## src/rtl/pipe_stage_reg_pkg.sv

```systemverilog
// pipe_stage_reg_pkg: shared types for the pipeline-stage registers.
// Occupancy-encoded state, per-boundary control bundles, helpers.
package pipe_stage_reg_pkg;

    // State value doubles as the occupancy count.
    typedef enum logic [1:0] {
        PS_EMPTY = 2'd0,
        PS_FULL  = 2'd1,
        PS_SKID  = 2'd2
    } pipe_state_e;

    localparam logic [1:0] OCC_MAX = 2'd2;

    // ID/EX control bundle, 16 bits.
    typedef struct packed {
        logic [1:0] wb_sel;
        logic       mem_read;
        logic       mem_write;
        logic       jump;
        logic       branch;
        logic       reg_write;
        logic       alu_src;
        logic [3:0] alu_op;
        logic [3:0] rsvd;
    } id_ex_ctrl_t;

    // EX/MEM control bundle, 8 bits.
    typedef struct packed {
        logic [1:0] wb_sel;
        logic       mem_read;
        logic       mem_write;
        logic       reg_write;
        logic [2:0] rsvd;
    } ex_mem_ctrl_t;

    // MEM/WB control bundle, 4 bits.
    typedef struct packed {
        logic [1:0] wb_sel;
        logic       reg_write;
        logic       rsvd;
    } mem_wb_ctrl_t;

    localparam int ID_EX_CTRL_W  = $bits(id_ex_ctrl_t);
    localparam int EX_MEM_CTRL_W = $bits(ex_mem_ctrl_t);
    localparam int MEM_WB_CTRL_W = $bits(mem_wb_ctrl_t);

    function automatic logic [1:0] occ_of(input pipe_state_e s);
        return s;
    endfunction

    function automatic logic ready_of(input pipe_state_e s);
        return s != PS_SKID;
    endfunction

endpackage

```

## src/rtl/pipe_stage_reg_sat.sv

```systemverilog
// sat_counter: synchronous saturating up-counter.
// Ports: clk, rst (sync, high), inc, cnt[CNT_W-1:0]; holds at all-ones.
module sat_counter
    import pipe_stage_reg_pkg::*;
#(
    parameter int CNT_W = 32
) (
    input  logic             clk,
    input  logic             rst,
    input  logic             inc,
    output logic [CNT_W-1:0] cnt
);

    always_ff @(posedge clk) begin
        if (rst) begin
            cnt <= '0;
        end else if (inc && (cnt != '1)) begin
            cnt <= cnt + 1'b1;
        end
    end

endmodule

```

## src/rtl/pipe_stage_reg.sv

```systemverilog
// pipe_stage_reg: valid/ready stage register with 2-entry skid buffer.
// Ports: clk, rst; up_valid_i/up_ready_o/up_ctrl_i/up_data_i upstream;
// dn_valid_o/dn_ready_i/dn_ctrl_o/dn_data_o downstream; stall_i, flush_i;
// occ_o occupancy; xfer_cnt_o/bubble_cnt_o stats (PIPE_STAGE_STATS_EN).
module pipe_stage_reg
    import pipe_stage_reg_pkg::*;
#(
    parameter int CTRL_W = 16,
    parameter int DATA_W = 160,
    parameter int CNT_W  = 32
) (
    input  logic              clk,
    input  logic              rst,
    input  logic              up_valid_i,
    output logic              up_ready_o,
    input  logic [CTRL_W-1:0] up_ctrl_i,
    input  logic [DATA_W-1:0] up_data_i,
    output logic              dn_valid_o,
    input  logic              dn_ready_i,
    output logic [CTRL_W-1:0] dn_ctrl_o,
    output logic [DATA_W-1:0] dn_data_o,
    input  logic              stall_i,
    input  logic              flush_i,
    output logic [1:0]        occ_o,
    output logic [CNT_W-1:0]  xfer_cnt_o,
    output logic [CNT_W-1:0]  bubble_cnt_o
);

    pipe_state_e state_q;
    pipe_state_e state_d;
    logic        ready_q;

    logic [CTRL_W-1:0] main_ctrl_q;
    logic [DATA_W-1:0] main_data_q;
    logic [CTRL_W-1:0] skid_ctrl_q;
    logic [DATA_W-1:0] skid_data_q;

    logic accept;
    logic xfer;
    logic ld_main_up;
    logic ld_main_skid;
    logic ld_skid;

    assign dn_valid_o = (state_q != PS_EMPTY);
    assign accept     = up_valid_i && ready_q;
    assign xfer       = dn_valid_o && dn_ready_i && !stall_i;

    always_comb begin
        state_d      = state_q;
        ld_main_up   = 1'b0;
        ld_main_skid = 1'b0;
        ld_skid      = 1'b0;
        if (flush_i) begin
            state_d = PS_EMPTY;
        end else begin
            unique case (1'b1)
                (state_q == PS_EMPTY): begin
                    if (accept) begin
                        ld_main_up = 1'b1;
                        state_d    = PS_FULL;
                    end
                end
                (state_q == PS_FULL): begin
                    if (accept && xfer) begin
                        ld_main_up = 1'b1;
                    end else if (accept) begin
                        ld_skid = 1'b1;
                        state_d = PS_SKID;
                    end else if (xfer) begin
                        state_d = PS_EMPTY;
                    end
                end
                (state_q == PS_SKID): begin
                    // The skid entry is younger; it becomes head.
                    if (xfer) begin
                        ld_main_skid = 1'b1;
                        state_d      = PS_FULL;
                    end
                end
                default: begin
                    state_d = PS_EMPTY;
                end
            endcase
        end
    end

    always_ff @(posedge clk) begin
        if (rst) begin
            state_q <= PS_EMPTY;
            ready_q <= 1'b1;
        end else begin
            state_q <= state_d;
            // Registered ready: no combinational path from downstream.
            ready_q <= ready_of(state_d);
        end
    end

    always_ff @(posedge clk) begin
        if (rst) begin
            main_ctrl_q <= '0;
            main_data_q <= '0;
        end else if (ld_main_up) begin
            main_ctrl_q <= up_ctrl_i;
            main_data_q <= up_data_i;
        end else if (ld_main_skid) begin
            main_ctrl_q <= skid_ctrl_q;
            main_data_q <= skid_data_q;
        end
    end

    always_ff @(posedge clk) begin
        if (rst) begin
            skid_ctrl_q <= '0;
            skid_data_q <= '0;
        end else if (ld_skid) begin
            skid_ctrl_q <= up_ctrl_i;
            skid_data_q <= up_data_i;
        end
    end

    assign up_ready_o = ready_q;
    assign occ_o      = occ_of(state_q);
    // Bubble: control forced to NOP whenever nothing is presented.
    assign dn_ctrl_o  = dn_valid_o ? main_ctrl_q : '0;
    assign dn_data_o  = main_data_q;

`ifdef PIPE_STAGE_STATS_EN
    logic bubble;
    assign bubble = !dn_valid_o || stall_i;

    sat_counter #(
        .CNT_W (CNT_W)
    ) u_xfer_cnt (
        .clk (clk),
        .rst (rst),
        .inc (xfer),
        .cnt (xfer_cnt_o)
    );

    sat_counter #(
        .CNT_W (CNT_W)
    ) u_bubble_cnt (
        .clk (clk),
        .rst (rst),
        .inc (bubble),
        .cnt (bubble_cnt_o)
    );
`else
    assign xfer_cnt_o   = '0;
    assign bubble_cnt_o = '0;
`endif

endmodule

```

## config.mk

```make
export PLATFORM = sky130hd
export DESIGN_NAME = pipe_stage_reg
export DESIGN_NICKNAME = d
export VERILOG_FILES = /design/src/rtl/pipe_stage_reg_pkg.sv /design/src/rtl/pipe_stage_reg_sat.sv /design/src/rtl/pipe_stage_reg.sv
export SDC_FILE = /design/constraint.sdc
export NUM_CORES = 1
export LEC_CHECK = 0
export CORE_ASPECT_RATIO = 0.5
export CORE_MARGIN = 4
export CORE_UTILIZATION = 30
export DETAILED_ROUTE_END_ITERATION = 7
export DONT_BUFFER_PORTS = 1
export PLACE_DENSITY_LB_ADDON = 0.08
export SLEW_MARGIN = 0
export SYNTH_ARGS = -nofsm -noshare
export SYNTH_HDL_FRONTEND = slang
export SYNTH_HIERARCHICAL = 1
export SYNTH_SLANG_ARGS = --single-unit
```

## constraint.sdc

```tcl
create_clock -name clk -period 1.8 [get_ports clk]
set_input_delay 0.36 -clock clk [delete_from_list [all_inputs] [get_ports clk]]
set_output_delay 0.36 -clock clk [all_outputs]
set_load 0.005 [all_outputs]
```

# After elaboration in Yosys (flattened, before gate mapping)

Cells that the tools add are included.

Output and inout bits: 244
Input bits: 182
Logic and storage cells: 39
Flip-flop bits (word level): 355

Muxes and demuxes: 22
Eq/ne operators: 3
Reduce and logical (&&, ||, !) cells: 8

Operator list:

| cell                 | number |
|---|---|
| $mux W160            | 2 |
| $mux W16             | 3 |
| $mux W2              | 6 |
| $mux W1              | 9 |
| $pmux W2 S3          | 1 |
| $logic_and A1 B1 Y1  | 4 |
| $reduce_bool A2 Y1   | 2 |
| $eq A2 B1 Y1 const B | 1 |
| $eq A2 B2 Y1 const B | 1 |
| $logic_not A2 Y1     | 1 |
| $ne A2 B2 Y1 const B | 1 |
| $pmux W1 S2          | 1 |
| $logic_not A1 Y1     | 1 |

# Depth between registers and ports, before layout

Word-level depth: 9
Mapped depth: 7

# Worst setup path before layout

No wires, ideal clock.

Kind: in2reg
Start point: input flush_i
End point: register skid_data_q[100]
Arrival: 1.455 ns
Slack: 0.213 ns
Data required time: 1.668 ns
Path buffers: 4
Setup time: 0.132 ns
Stages: 7
Cell sequence: buf_2 -> nand4bb_1 -> buf_4 -> buf_2 -> buf_1 -> o31ai_1 -> a21oi_1

Word-level cells in the longest chain between the ends: 1

Ends and longest elaborated chain:

| item                 | line                  | source |
|---|---|---|
| start, declared      | pipe_stage_reg.sv:23  | `input logic flush_i,` |
| $mux W1              | pipe_stage_reg.sv:53  | `if (flush_i) begin` |
| end signal, assigned | pipe_stage_reg.sv:117 | `skid_data_q <= up_data_i;` |
| end, declared        | pipe_stage_reg.sv:36  | `logic [DATA_W-1:0] skid_data_q;` |

Every way passes these cells.
A chain may end at the register's enable or synchronous reset.

# Worst setup path in the final report

Start point: register state_q[0] (netlist: occ_o[0])
End point: output dn_ctrl_o[8]

Word-level cells in the longest chain between the ends: 2

Ends and longest elaborated chain:

| item                   | line                  | source |
|---|---|---|
| start, declared        | pipe_stage_reg.sv:29  | `pipe_state_e state_q;` |
| start signal, assigned | pipe_stage_reg.sv:92  | `state_q <= state_d;` |
| $reduce_bool A2 Y1     | pipe_stage_reg.sv:44  | `assign dn_valid_o = (state_q != PS_EMPTY);` |
| $mux W16               | pipe_stage_reg.sv:124 | `assign dn_ctrl_o = dn_valid_o ? main_ctrl_q : '0;` |
| end, declared          | pipe_stage_reg.sv:20  | `output logic [CTRL_W-1:0] dn_ctrl_o,` |

Every way passes these cells.

==> impl_metrics.env <==
export IMPL_status="finished, violations left"
export IMPL_violations="hold timing, setup timing"
export IMPL_grt_max_degree=356
export IMPL_synth_top_area_share_pct=41.6
export IMPL_ctsRootBufferMaster="clkbuf_16"
export IMPL_fin_ws_ns=-0.0693
export IMPL_avgSynthCellArea_sq_um=8.53
export IMPL_switching_share_pct=26.5
export IMPL_fp_dieH_um=177
export IMPL_synthTopCellsByCount="355 x dfxtp_1, 217 x clkbuf_1, 177 x a21oi_1, 177 x a311oi_1"
export IMPL_clk_pin_slew_worst_paths_ns=0.06
export IMPL_synth_area_top_cells="dfxtp_1 42%, a311oi_1 9.1%, a211oi_1 7.7%"
export IMPL_routabilityCongestion=0.728
export IMPL_core_area_sq_um=55900
export IMPL_drc=0
export IMPL_place_ws_ns=0.0992
export IMPL_tightest_slew_ns=0.633
export IMPL_numCtsBuffers=39
export IMPL_p_clk_share_pct=45.1
export IMPL_drtIter0Drc=1349
export IMPL_finalNetCount=2078
export IMPL_ir_drop_mv=0.718
export IMPL_synth_most_common_cell="dfxtp_1"
export IMPL_syn_inst=2001
export IMPL_rsz0062_at_grt="yes"
export IMPL_synth_edf_count=0
export IMPL_async_reset_ff_share_pct=0
export IMPL_grt_use_total_pct=21.1
export IMPL_fin_worst_skew_ns=0.0134
export IMPL_hold_viol_final=103
export IMPL_syn_area_sq_um=17100
export IMPL_io_buffers=0
export IMPL_clk_latency_ns=0.56
export IMPL_routed_wl_um=69500
export IMPL_die_w_um=345
export IMPL_grt_pass1_vias=15741
export IMPL_power_frac_seq_pct=44.9
export IMPL_antenna_cells=0
export IMPL_utilization_pct=36.3
export IMPL_crit_required_ns=1.44
export IMPL_grt_pass1_wl_um=104000
export IMPL_cp_end_kind="output pin"
export IMPL_avgViaCountPerCell=6.14
export IMPL_p_total_mw=18.8
export IMPL_holdWs_ns=-0.0874
export IMPL_p_per_area_nw_per_um2=928
export IMPL_crit_type="reg -> out"
export IMPL_min_period_over_period_pct=104
export IMPL_clkSinkCount=355
export IMPL_synth_top_area_cell="dfxtp_1"
export IMPL_max_freq_ghz=0.535
export IMPL_row_count=61
export IMPL_firstDrtPassIters=5
export IMPL_fin_setup_tns_ns=-1.03
export IMPL_synthFlopType="dfxtp_1"
export IMPL_synthToLayoutAreaGrowth_pct=19.0
export IMPL_relSlewSlack_pct=57.8
export IMPL_finalSetupViolCount=21
export IMPL_combPwrFrac_pct=10.0
export IMPL_cts_tree="done"
export IMPL_drive_above_1_share_pct=10.5
export IMPL_p_leak_nw=5.76
export IMPL_min_path_type="in -> reg"
export IMPL_dieArea_sq_um=61000
export IMPL_vias=16471
export IMPL_dp_hpwl_um=37000
export IMPL_htreeDepth=2
export IMPL_yosys_warnings=6
export IMPL_p_int_mw=13.9
export IMPL_ant_nets=0
export IMPL_worstPathMaxFanout=8
export IMPL_drv_cap=0
export IMPL_overflow=0
export IMPL_ys_types=31
export IMPL_cp_arrival_ns=1.51
export IMPL_drv_slew=0
export IMPL_start_util_pct=30.5
export IMPL_wire_per_inst_um=25.9
export IMPL_p_sw_mw=4.99
export IMPL_cp_start_kind="register"
export IMPL_io_pins=426
export IMPL_antenna_found_initial=0
export IMPL_synth_seq_area_share_pct=41.6
export IMPL_period_needed_ns=1.87
export IMPL_clockBufferDepth=3
export IMPL_ys_ff_latch=355
[layout by cell type, fill, tap and decap left out, drive strengths merged, types with 2 or more instances in the layout]
| master | count |
|---|---|
| nand4 | 176 |
| a211oi | 176 |
| dlygate4sd3 | 82 |
| inv | 3 |
| o21ai | 177 |
| nor2b | 17 |
| buf | 84 |
| nand4bb | 2 |
| a311oi | 177 |
| nand3 | 176 |
| bufinv | 3 |
| clkinv | 6 |
| clkinvlp | 2 |
| conb | 64 |
| o31ai | 176 |
| a21oi | 177 |
| clkbuf | 61 |
| dfxtp | 355 |
[power groups by stage]
stage / combinational, mW / sequential [mW] / clock (mW)
floorplan: 1.34 / 8.51 / 0
global placement: 1.60 / 8.65 / 0
detailed placement: 1.60 / 8.65 / 0
CTS: 1.74 / 8.47 / 8.76
global route: 2.03 / 8.49 / 9.09
finish: 1.89 / 8.46 / 8.50
[registers in the layout, summed over array words and instances (netlist names)]
register	count
dn_data_o	160
skid_data_q	160
main_ctrl_q	16
skid_ctrl_q	16
occ_o	2
up_ready_o	1
[layer usage]
metal | share of wire [%] | vias to the layer above | global-route usage (%)
li1 | - | 7632 | -
met1 | 44 | 8260 | 28.6
met2 | 49 | 473 | 35.1
met3 | 4.8 | 106 | 3.44
met4 | 2.9 | 0 | 5.95
met5 | 0 | - | 0
[area by class of cell]
class	count	area (sq um)
repair buffers	169	2160
flip-flops and latches	355	7110
multi-input cells	1328	8740
clock inverters	11	139
inverters	3	21.3
fillers	5767	35600
clock buffers	59	1180
well taps	756	946
[timing repair]
action                                  CTS  global route
setup buffers                             4             5
resized for setup                        31            38
endpoints found under the hold margin   355           355
pin swaps                                 3            15
hold buffers                             40            42
gates cloned                              2             2
endpoints found under the setup margin   18           166
[cells by family (layout without fill, tap and decap cells)]
group,Yosys count,after routing,share of synthesized area [%]
simple gates,380,380,12.8
compound gates,884,884,35.0
flops,355,355,41.6
other cells,1,64,0.0220
buf+inv,381,242,10.5
[worst max-delay path: stages (launching register included)]
cell and delay [ns]:
dfxtp_4 0.34, buf_6 0.12, nor2_4 0.24, buf_16 0.20, nor2b_4 0.06
[worst paths after layout]
kind,from,to,slack [ns],cells past startpoint
setup / recovery,occ_o[0],dn_ctrl_o[8],-0.07,4
hold / removal,rst,dn_data_o[101],-0.09,1
setup reg to reg,occ_o[1],dn_data_o[139],-0.02,5
hold reg to reg,skid_data_q[156],skid_data_q[156],0.47,2
[per-stage QoR]
stage,cells,area (sq um)
5_1_grt,2681,20300
4_1_cts,2632,19600
3_5_place_dp,2516,17700
3_3_place_gp,2516,17700
6_report,2681,20300
2_1_floorplan,2064,17300
No activity file was read; power rests on OpenSTA's default activity.
